File: config.mk
export PLATFORM = sky130hd
export DESIGN_NAME = sccomp_trace_buf_flat
export DESIGN_NICKNAME = d
export VERILOG_FILES = /design/src/rtl/sccomp_trace_buf_if.sv /design/src/rtl/sccomp_trace_buf.sv /design/src/flat_wrapper.sv
export SDC_FILE = /design/constraint.sdc
export NUM_CORES = 1
export LEC_CHECK = 0
export ABC_AREA = 1
export CAP_MARGIN = 20
export CORE_UTILIZATION = 64
export DETAILED_ROUTE_END_ITERATION = 10
export PLACE_DENSITY_LB_ADDON = 0.1
export RECOVER_POWER = 25
export SLEW_MARGIN = 10
export SYNTH_ARGS = -nofsm -noshare
export SYNTH_HDL_FRONTEND = slang
export SYNTH_SLANG_ARGS = --single-unit
File: constraint.sdc
create_clock -name clk -period 8.85 [get_ports clk]
set_input_delay 1.77 -clock clk [delete_from_list [all_inputs] [get_ports clk]]
set_output_delay 1.77 -clock clk [all_outputs]
set_load 0.02 [all_outputs]
File: src/rtl/sccomp_trace_buf_if.sv
`default_nettype none
// ============================================================================
// Module      : sccomp_trace_buf_if
// Description : Capture-tap and host-read bus of the execution-trace buffer.
// Revision    : 1.0 - initial release
// ============================================================================
interface sccomp_trace_buf_if #(
    parameter int PC_W    = 32,
    parameter int INSTR_W = 32,
    parameter int DEPTH   = 16
);
    localparam int c_CNT_W = $clog2(DEPTH) + 1;

    logic [PC_W-1:0]         pc_i;
    logic [INSTR_W-1:0]      instr_i;
    logic                    cap_en;
    logic                    mode;
    logic                    clr;
    logic                    bp_en;
    logic [PC_W-1:0]         bp_addr;
    logic                    rd_req;
    logic [PC_W+INSTR_W-1:0] rd_data;
    logic                    rd_valid;
    logic [c_CNT_W-1:0]      count;
    logic                    full;
    logic                    stopped;

    modport master (
        output pc_i, instr_i, cap_en, mode, clr, bp_en, bp_addr, rd_req,
        input  rd_data, rd_valid, count, full, stopped
    );

    modport slave (
        input  pc_i, instr_i, cap_en, mode, clr, bp_en, bp_addr, rd_req,
        output rd_data, rd_valid, count, full, stopped
    );
endinterface
`default_nettype wire

File: src/rtl/sccomp_trace_buf.sv
`default_nettype none
// ============================================================================
// Module      : sccomp_trace_buf
// Description : PC/instruction trace buffer with stop-when-full, circular and
//               PC-breakpoint capture; host drains entries oldest-first.
//               Define TRACE_DEDUP_EN to skip repeated consecutive PCs.
// Revision    : 1.0 - initial release
// ============================================================================
module sccomp_trace_buf #(
    parameter int PC_W    = 32,
    parameter int INSTR_W = 32,
    parameter int DEPTH   = 16
) (
    input  logic               clk,
    input  logic               rstn,
    sccomp_trace_buf_if.slave  bus
);
    localparam int c_PTR_W = $clog2(DEPTH);
    localparam int c_CNT_W = c_PTR_W + 1;
    localparam int c_ENT_W = PC_W + INSTR_W;
    localparam logic [c_CNT_W-1:0] c_FULL_CNT = c_CNT_W'(DEPTH);
    localparam logic [c_CNT_W-1:0] c_CNT_ONE  = c_CNT_W'(1);
    localparam logic [c_PTR_W-1:0] c_PTR_ONE  = c_PTR_W'(1);

    typedef enum logic [1:0] {
        S_IDLE    = 2'd0,
        S_ARMED   = 2'd1,
        S_STOPPED = 2'd2
    } state_t;

    state_t               state_q,    state_d;
    logic [c_PTR_W-1:0]   wr_ptr_q,   wr_ptr_d;
    logic [c_PTR_W-1:0]   rd_ptr_q,   rd_ptr_d;
    logic [c_CNT_W-1:0]   count_q,    count_d;
    logic [c_ENT_W-1:0]   rd_data_q,  rd_data_d;
    logic                 rd_valid_q, rd_valid_d;
    logic [c_ENT_W-1:0]   mem_q [DEPTH];
    logic                 w_wr_en;
    logic                 w_dup_skip;

`ifdef TRACE_DEDUP_EN
    logic [PC_W-1:0] last_pc_q,  last_pc_d;
    logic            last_vld_q, last_vld_d;

    assign w_dup_skip = last_vld_q && (bus.pc_i == last_pc_q);

    always_comb begin
        last_pc_d  = last_pc_q;
        last_vld_d = last_vld_q;
        if (bus.clr) begin
            last_vld_d = 1'b0;
        end else if (w_wr_en) begin
            last_pc_d  = bus.pc_i;
            last_vld_d = 1'b1;
        end
    end

    always_ff @(posedge clk or negedge rstn) begin
        if (!rstn) begin
            last_pc_q  <= '0;
            last_vld_q <= 1'b0;
        end else begin
            last_pc_q  <= last_pc_d;
            last_vld_q <= last_vld_d;
        end
    end
`else
    assign w_dup_skip = 1'b0;
`endif

    always_comb begin
        state_d    = state_q;
        wr_ptr_d   = wr_ptr_q;
        rd_ptr_d   = rd_ptr_q;
        count_d    = count_q;
        rd_data_d  = rd_data_q;
        rd_valid_d = 1'b0;
        w_wr_en    = 1'b0;
        if (bus.clr) begin
            wr_ptr_d = '0;
            rd_ptr_d = '0;
            count_d  = '0;
            state_d  = S_IDLE;
        end else begin
            case (state_q)
                S_ARMED: begin
                    if (!bus.cap_en) begin
                        state_d = S_IDLE;
                    end else if (w_dup_skip) begin
                        state_d = S_ARMED;
                    end else if (!bus.mode && (count_q == c_FULL_CNT)) begin
                        // Re-armed onto a full buffer in stop mode: nothing fits.
                        state_d = S_STOPPED;
                    end else begin
                        w_wr_en  = 1'b1;
                        wr_ptr_d = wr_ptr_q + c_PTR_ONE;
                        if (count_q == c_FULL_CNT) begin
                            rd_ptr_d = rd_ptr_q + c_PTR_ONE;
                        end else begin
                            count_d = count_q + c_CNT_ONE;
                        end
                        if ((!bus.mode && (count_d == c_FULL_CNT)) ||
                            (bus.bp_en && (bus.pc_i == bus.bp_addr))) begin
                            state_d = S_STOPPED;
                        end
                    end
                end
                default: begin
                    if (bus.rd_req && (count_q != '0)) begin
                        rd_data_d  = mem_q[rd_ptr_q];
                        rd_valid_d = 1'b1;
                        rd_ptr_d   = rd_ptr_q + c_PTR_ONE;
                        count_d    = count_q - c_CNT_ONE;
                    end
                    if ((state_q == S_IDLE) && bus.cap_en) begin
                        state_d = S_ARMED;
                    end else if ((state_q == S_STOPPED) && !bus.cap_en) begin
                        state_d = S_IDLE;
                    end
                end
            endcase
        end
    end

    always_ff @(posedge clk or negedge rstn) begin
        if (!rstn) begin
            state_q    <= S_IDLE;
            wr_ptr_q   <= '0;
            rd_ptr_q   <= '0;
            count_q    <= '0;
            rd_data_q  <= '0;
            rd_valid_q <= 1'b0;
        end else begin
            state_q    <= state_d;
            wr_ptr_q   <= wr_ptr_d;
            rd_ptr_q   <= rd_ptr_d;
            count_q    <= count_d;
            rd_data_q  <= rd_data_d;
            rd_valid_q <= rd_valid_d;
        end
    end

    // Storage is qualified by count, so it needs no reset.
    always_ff @(posedge clk) begin
        if (w_wr_en) begin
            mem_q[wr_ptr_q] <= {bus.pc_i, bus.instr_i};
        end
    end

    assign bus.rd_data  = rd_data_q;
    assign bus.rd_valid = rd_valid_q;
    assign bus.count    = count_q;
    assign bus.full     = (count_q == c_FULL_CNT);
    assign bus.stopped  = (state_q == S_STOPPED);

endmodule
`default_nettype wire

File: src/flat_wrapper.sv
// flat-port wrapper written by rule: the top's interface ports become plain ports
module sccomp_trace_buf_flat 
#(
    parameter int PC_W    = 32,
    parameter int INSTR_W = 32,
    parameter int DEPTH   = 16
)
  (clk, rstn, bus_pc_i, bus_instr_i, bus_cap_en, bus_mode, bus_clr, bus_bp_en, bus_bp_addr, bus_rd_req, bus_rd_data, bus_rd_valid, bus_count, bus_full, bus_stopped);
  sccomp_trace_buf_if #(.PC_W(PC_W), .INSTR_W(INSTR_W), .DEPTH(DEPTH)) bus_i ();
  input  logic clk;
  input  logic rstn;
  input wire logic [$bits(bus_i.pc_i)-1:0] bus_pc_i;
  input wire logic [$bits(bus_i.instr_i)-1:0] bus_instr_i;
  input wire logic [$bits(bus_i.cap_en)-1:0] bus_cap_en;
  input wire logic [$bits(bus_i.mode)-1:0] bus_mode;
  input wire logic [$bits(bus_i.clr)-1:0] bus_clr;
  input wire logic [$bits(bus_i.bp_en)-1:0] bus_bp_en;
  input wire logic [$bits(bus_i.bp_addr)-1:0] bus_bp_addr;
  input wire logic [$bits(bus_i.rd_req)-1:0] bus_rd_req;
  output wire logic [$bits(bus_i.rd_data)-1:0] bus_rd_data;
  output wire logic [$bits(bus_i.rd_valid)-1:0] bus_rd_valid;
  output wire logic [$bits(bus_i.count)-1:0] bus_count;
  output wire logic [$bits(bus_i.full)-1:0] bus_full;
  output wire logic [$bits(bus_i.stopped)-1:0] bus_stopped;
  assign bus_i.pc_i = bus_pc_i;
  assign bus_i.instr_i = bus_instr_i;
  assign bus_i.cap_en = bus_cap_en;
  assign bus_i.mode = bus_mode;
  assign bus_i.clr = bus_clr;
  assign bus_i.bp_en = bus_bp_en;
  assign bus_i.bp_addr = bus_bp_addr;
  assign bus_i.rd_req = bus_rd_req;
  assign bus_rd_data = bus_i.rd_data;
  assign bus_rd_valid = bus_i.rd_valid;
  assign bus_count = bus_i.count;
  assign bus_full = bus_i.full;
  assign bus_stopped = bus_i.stopped;
  sccomp_trace_buf #(.PC_W(PC_W), .INSTR_W(INSTR_W), .DEPTH(DEPTH)) u_core (.clk(clk), .rstn(rstn), .bus(bus_i));
endmodule
==> results of run 1 <==
## Yosys cell counts
cell,count,area [um2]
o21ai_2,1,8.76
xor2_1,7,61.3
dfrtp_1,80,2000
nand2_1,405,1520
or2_2,3,18.8
inv_4,1,6.26
buf_1,7,26.3
buf_2,96,480
nand2_2,1,6.26
buf_4,4,30.0
buf_6,5,56.3
ha_1,8,100
o21a_1,1,7.51
nor2_4,1,11.3
nand4_1,5,31.3
edfxtp_1,1024,30700
o21ai_0,501,2510
clkbuf_2,3,15.0
nor3_1,2,10.0
inv_2,3,11.3
nand3_1,100,500
a211o_1,1,8.76
nor2_1,554,2080
inv_1,102,383
a21oi_1,81,405
o21ai_1,69,345
nor2_2,2,12.5
clkbuf_1,112,420
o221ai_1,180,1580
o22ai_1,41,257
nand3_2,1,10.0
xnor2_1,5,43.8
## cells by family after synthesis
kind of cell,after synthesis,share of synthesized area
buf+inv,333,0.0327
compound gates,875,0.117
flops,1104,0.749
fa+ha+maj,8,0.00229
simple gates,1074,0.0961
xor+xnor,12,0.00240
## report_power, final
part	switching [mW]	internal, mW
sequential	0.187	5.89
combinational	2.55	1.16
clock	1.94	2.75
## state kept, by name, summed over array words and instances, names as in the netlist
name / flops
u_core.bus.count: 5
u_core.rd_ptr_q: 4
u_core.wr_ptr_q: 4
u_core.bus.rd_data: 64
u_core.state_q: 2
u_core.bus.rd_valid: 1
u_core.mem_q: 1024
## through the flow
step | setup slack (ns) | util
after detailed placement | 3.43 | 0.682
after global placement | 3.48 | 0.682
final | 4.06 | 0.737
after global routing | 3.90 | 0.737
after floorplan | 3.18 | -
after CTS | 4.13 | 0.737
## placed cells by master, fill, tap and decap left out, types with 35 or more instances in the layout
| cell type | instances |
|---|---|
| inv_1 | 101 |
| edfxtp_1 | 1024 |
| o21ai_0 | 501 |
| o221ai_1 | 180 |
| clkbuf_16 | 107 |
| o22ai_1 | 41 |
| o21ai_1 | 69 |
| buf_4 | 36 |
| clkdlybuf4s50_1 | 138 |
| nand2_1 | 405 |
| nor2_1 | 538 |
| a21oi_1 | 81 |
| dlygate4sd3_1 | 35 |
| dfrtp_1 | 77 |
| nand3_1 | 100 |
## worst max-delay path: cells and delay by family
family | cells | cell delay (ns)
buffers and inverters | 4 | 1.62
AND/OR/NAND/NOR | 5 | 1.63
## cell type report
class,instances,area share
sequential,1104,0.659
tap,873,0.0220
timing repair buffer,219,0.0420
clock inverter,65,0.0152
inverter,106,0.00846
multi-input combinational,1969,0.194
clock buffer,139,0.0587
## metal layers
metal / share of wire / vias up / global-route usage
li1: - / 12700 / -
met1: 0.39 / 14400 / 0.440
met2: 0.48 / 1646 / 0.518
met3: 0.092 / 248 / 0.0543
met4: 0.038 / 0 / 0.125
met5: 0 / - / 0
## worst max-delay path by stage
stage	slack, ns	cells after the start	endpoint	startpoint
3_5_place_dp	3.43	9	u_core.mem_q[6][23]	bus_clr
4_1_cts	4.13	9	u_core.mem_q[5][30]	bus_clr
2_1_floorplan	3.18	7	u_core.mem_q[0][0]	bus_clr
5_1_grt	3.90	9	u_core.mem_q[6][53]	bus_clr
3_3_place_gp	3.48	9	u_core.mem_q[6][28]	bus_clr
6_report	4.06	9	u_core.mem_q[5][25]	bus_clr
==> impl_metrics.env, run 1 <==
export IMPL_clk_latency_ns=0.68
export IMPL_r2r_end="u_core.bus.rd_data[60]"
export IMPL_worstSetupPathType="in -> reg"
export IMPL_synth_seq_cells=1104
export IMPL_drc=0
export IMPL_p_per_area_nw_per_um2=291
export IMPL_worstHoldEndpoint="u_core.bus.rd_data[58]"
export IMPL_cts_post_setup_buffers_inserted=0
export IMPL_wl_per_cell_um=24.8
export IMPL_worstHoldStart="u_core.bus.rd_data[58]"
export IMPL_rows=95
export IMPL_grt_pass1_wl_mm=168
export IMPL_clkSinkCount=1104
export IMPL_cp_required_ns=9.15
export IMPL_fillers=4151
export IMPL_worstSetupEndpointType="register"
export IMPL_numCtsBuffers=107
export IMPL_yosysWarningCount=0
export IMPL_vias_per_cell=6.47
export IMPL_cpMaxStageDelayCell="nor2_4"
export IMPL_fin_tns_setup_ns=0
export IMPL_grt_setup_unrepaired="no"
export IMPL_placedCellCount=4269
export IMPL_clk_path_buf_depth=3
export IMPL_reg2reg_slack_ns=4.84
export IMPL_hold_viol_final=0
export IMPL_fin_crit_sh=0.541
export IMPL_final_antenna_net_count=0
export IMPL_place_area_um2=46000
export IMPL_wl_mm=111
export IMPL_fmaxAchievable_mhz=209
export IMPL_layout_drive_gt1_share=0.0669
export IMPL_min_period_ns=4.79
export IMPL_max_slew_worst_pin_slew_ns=2.58
export IMPL_start_kind="primary input"
export IMPL_stdcell_area_um2=49700
export IMPL_worstPathArrival_ns=5.09
export IMPL_fin_cells=4475
export IMPL_violations="capacitance limit, slew limit"
export IMPL_grt_max_degree=229
export IMPL_fp_dieH_um=263
export IMPL_avgSynthCellArea_um2=12.8
export IMPL_reg2reg_depth=10
export IMPL_maxCapViolations=1
export IMPL_ys_seq_area_frac=0.749
export IMPL_cts_resized=0
export IMPL_boundaryPins=175
export IMPL_drv_slew=38
export IMPL_core_um2=67400
export IMPL_clkSlewWorstSetupHoldPaths_ns=0.06
export IMPL_die_w_um=263
export IMPL_grtUsageTotal=0.320
export IMPL_multi_input_area_um2=9650
export IMPL_syn_cell_area_um2=43700
export IMPL_overflow=0
export IMPL_die_area_um2=69300
export IMPL_holdPathStages=2
export IMPL_diodes=0
export IMPL_syn_inst=3406
export IMPL_dr_total_vias=29000
export IMPL_hp_class="reg -> reg"
export IMPL_syn_num_nets=3517
export IMPL_seq_area_um2=32800
export IMPL_worst_clock_skew_ns=0.0184
export IMPL_drt_iter0_markers=3296
export IMPL_p_total_mw=14.5
export IMPL_path_common_cell="nand2_1"
export IMPL_outcome="complete, but fails checks"
export IMPL_grt_pass1_vias=28800
export IMPL_slowest_delay_ns=0.83
export IMPL_area_growth_pct=13.7
export IMPL_antenna_found_initial=0
export IMPL_dp_hpwl_mm=59.9
export IMPL_cts_tree="built"
export IMPL_initial_core_util=0.648
export IMPL_path_max_fanout=39
export IMPL_vdd_ir_drop_max_mv=0.218
export IMPL_dr_pass1_iters=8
export IMPL_holdWs_ns=0.477
export IMPL_finalNetCount=3618
export IMPL_rr_startpoint="u_core.rd_ptr_q[0]"
export IMPL_gp_congestion=0.881
export IMPL_relSlewSlack=-0.722
export IMPL_hold_buffers=0
export IMPL_htreeDepth=3
export IMPL_cts_root_buffer="clkbuf_16"
export IMPL_leakagePower_nw=17.1
export IMPL_ys_types=32
export IMPL_setup_viol=0
export IMPL_io_buffers=174
export IMPL_crit_chain="clkdlybuf4s50_1, inv_1, nand2_1, nor2_1, nand2_1, inv_1, nand2_1, nor2_4, buf_4"
Note: power is estimated with default switching activity, not from simulation.
==> inputs of run 2 (changes only) <==
--- a/config.mk
+++ b/config.mk
@@ -7,7 +7,7 @@
 export LEC_CHECK = 0
 export ABC_AREA = 1
 export CAP_MARGIN = 20
-export CORE_UTILIZATION = 64
+export CORE_UTILIZATION = 55
 export DETAILED_ROUTE_END_ITERATION = 10
 export PLACE_DENSITY_LB_ADDON = 0.1
 export RECOVER_POWER = 25
==> constraint.sdc (replaced) <==
create_clock -name clk -period 3.9 [get_ports clk]
set_input_delay 0.78 -clock clk [delete_from_list [all_inputs] [get_ports clk]]
set_output_delay 0.78 -clock clk [all_outputs]
set_load 0.02 [all_outputs]
==> run 2 against run 1 <==
Against the previous run:
- the flow still finishes with violations (capacitance limit, slew limit)
- die area increased by 16%
- sequential power increased by 130%
- final area rose by 1.8%
- global-route usage decreased by 4.3 points
- setup slack worse by 3.3 ns
- count of clock-buffer cells in the layout grew 15
- sequential share of layout area is 1.1 points lower
- non-clock buffer count increased by 44
- first-iteration DRC count fell by 1.3%
- flip-flop and latch count stayed put
==> impl_metrics.env, run 2 (same netlist as run 1, synthesis figures left out) <==
export IMPL_outcome="complete, but fails checks"
export IMPL_violations="capacitance limit, slew limit"
export IMPL_largest_reg_flops=1024
export IMPL_worst_slack_ns=0.742
export IMPL_mostFrequentLayoutCells="edfxtp_1, nor2_1, o21ai_0, nand2_1, o221ai_1"
export IMPL_rows=103
export IMPL_fmaxAchievable_mhz=317
export IMPL_setup_viol=0
export IMPL_worstPathArrival_ns=2.38
export IMPL_fp_dieH_um=284
export IMPL_numCtsBuffers=111
export IMPL_post_place_ws_ns=0.470
export IMPL_hold_viol_final=0
export IMPL_drv_slew=59
export IMPL_worstSetupEndpointType="output pin"
export IMPL_fin_crit_sh=0.810
export IMPL_vias_per_cell=6.03
export IMPL_p_switching_mw=10.5
export IMPL_stdcell_area_um2=50600
export IMPL_top_register="u_core.mem_q"
export IMPL_max_slew_worst_pin_slew_ns=1.80
export IMPL_overflow=0
export IMPL_vdd_ir_drop_max_mv=0.573
export IMPL_p_comb_frac=0.261
export IMPL_die_w_um=284
export IMPL_grt_setup_unrepaired="no"
export IMPL_area_growth_pct=15.7
export IMPL_dr_total_vias=28400
export IMPL_clk_latency_ns=0.68
export IMPL_power_frac_seq=0.415
export IMPL_p_sw_frac=0.319
export IMPL_dp_hpwl_mm=59.6
export IMPL_wl_mm=112
export IMPL_p_per_area_nw_per_um2=651
export IMPL_boundaryPins=175
export IMPL_cts_root_buffer="clkbuf_16"
export IMPL_final_util=0.642
export IMPL_hp_class="reg -> reg"
export IMPL_cp_required_ns=3.12
export IMPL_final_antenna_net_count=0
export IMPL_drt_iter0_markers=3253
export IMPL_min_period_ns=3.16
export IMPL_initial_core_util=0.555
export IMPL_cts_tree="built"
export IMPL_grt_max_degree=203
export IMPL_htreeDepth=3
export IMPL_antenna_found_initial=9
export IMPL_fin_tns_setup_ns=0
export IMPL_finalNetCount=3666
export IMPL_leakagePower_nw=17.4
export IMPL_p_total_mw=32.9
export IMPL_placedCellCount=4492
export IMPL_fin_cells=4703
export IMPL_io_buffers=174
export IMPL_maxCapViolations=1
export IMPL_p_int_mw=22.4
export IMPL_grt_pass1_wl_mm=170
export IMPL_cts_resized=0
export IMPL_drc=0
export IMPL_worst_clock_skew_ns=0.0297
export IMPL_grtUsageTotal=0.277
export IMPL_clk_path_buf_depth=3
export IMPL_holdWs_ns=0.478
export IMPL_clkSinkCount=1104
export IMPL_core_um2=78700
export IMPL_path_max_fanout=6
export IMPL_place_area_um2=47000
export IMPL_worstSetupPathType="reg -> out"
export IMPL_wl_per_cell_um=23.8
export IMPL_clkSlewWorstSetupHoldPaths_ns=0.06
export IMPL_hold_buffers=0
export IMPL_cts_post_setup_buffers_inserted=0
export IMPL_gp_congestion=0.804
export IMPL_final_common_cell="edfxtp_1"
export IMPL_die_area_um2=80600
export IMPL_grt_pass1_vias=28300
export IMPL_dr_pass1_iters=6
export IMPL_layout_drive_gt1_share=0.0731
export IMPL_relSlewSlack=-0.198
export IMPL_clockPowerShare=0.324
export IMPL_start_kind="register"
[run 2: cell types whose count changed in the layout (fill, tap and decap cells not counted), moves of 3 or more]
cell,before,now
clkbuf_16,107,113
clkinv_2,23,18
buf_12,3,33
bufinv_16,14,11
clkbuf_1,27,48
[run 2: worst paths after layout]
path / start / slack, ns / cells after the start / endpoint
setup / recovery: u_core.bus.count[0] / 0.74 / 5 / bus_full
hold / removal: u_core.bus.rd_data[27] / 0.48 / 2 / u_core.bus.rd_data[27]
setup reg to reg: u_core.bus.count[0] / 1.05 / 10 / u_core.mem_q[14][27]
hold reg to reg: u_core.bus.rd_data[27] / 0.48 / 2 / u_core.bus.rd_data[27]
max in group asynchronous: rstn / 1.98 / 1 / u_core.rd_ptr_q[2]
min in group asynchronous: rstn / 0.56 / 1 / u_core.bus.rd_data[44]
[run 2: layout make-up]
| cell class | instances | area, um2 |
|---|---|---|
| fill | 5786 | 28200 |
| tap | 1050 | 1310 |
| clock inverter | 55 | 558 |
| clock buffer | 154 | 3100 |
| inverter | 106 | 420 |
| multi-input combinational | 1969 | 9650 |
| timing repair buffer | 263 | 2750 |
| antenna | 2 | 5.00 |
| sequential | 1104 | 32800 |
[run 2: critical path, stage by stage, from the launching register on]
cell	delay, ns
dfrtp_1	0.44
inv_1	0.18
ha_1	0.24
nand3_2	0.13
inv_1	0.10
clkdlybuf4s50_1	0.64
[run 2: routing by layer]
| layer | up-vias | track usage | wire length [um] | share of wire |
|---|---|---|---|---|
| met5 | - | 0 | 0 | 0 |
| met4 | 0 | 0.0823 | 2740 | 0.024 |
| met3 | 195 | 0.0304 | 7330 | 0.065 |
| met2 | 1157 | 0.467 | 55400 | 0.49 |
| met1 | 14200 | 0.383 | 46500 | 0.42 |
| li1 | 12800 | - | - | - |
[run 2: power groups by stage]
stage	registers (mW)	clock network [mW]	logic, mW
global placement	13.9	0	8.38
detailed placement	13.9	0	8.59
global route	13.7	11.2	9.47
finish	13.7	10.7	8.60
floorplan	14.2	0	5.23
CTS	13.7	10.8	8.65
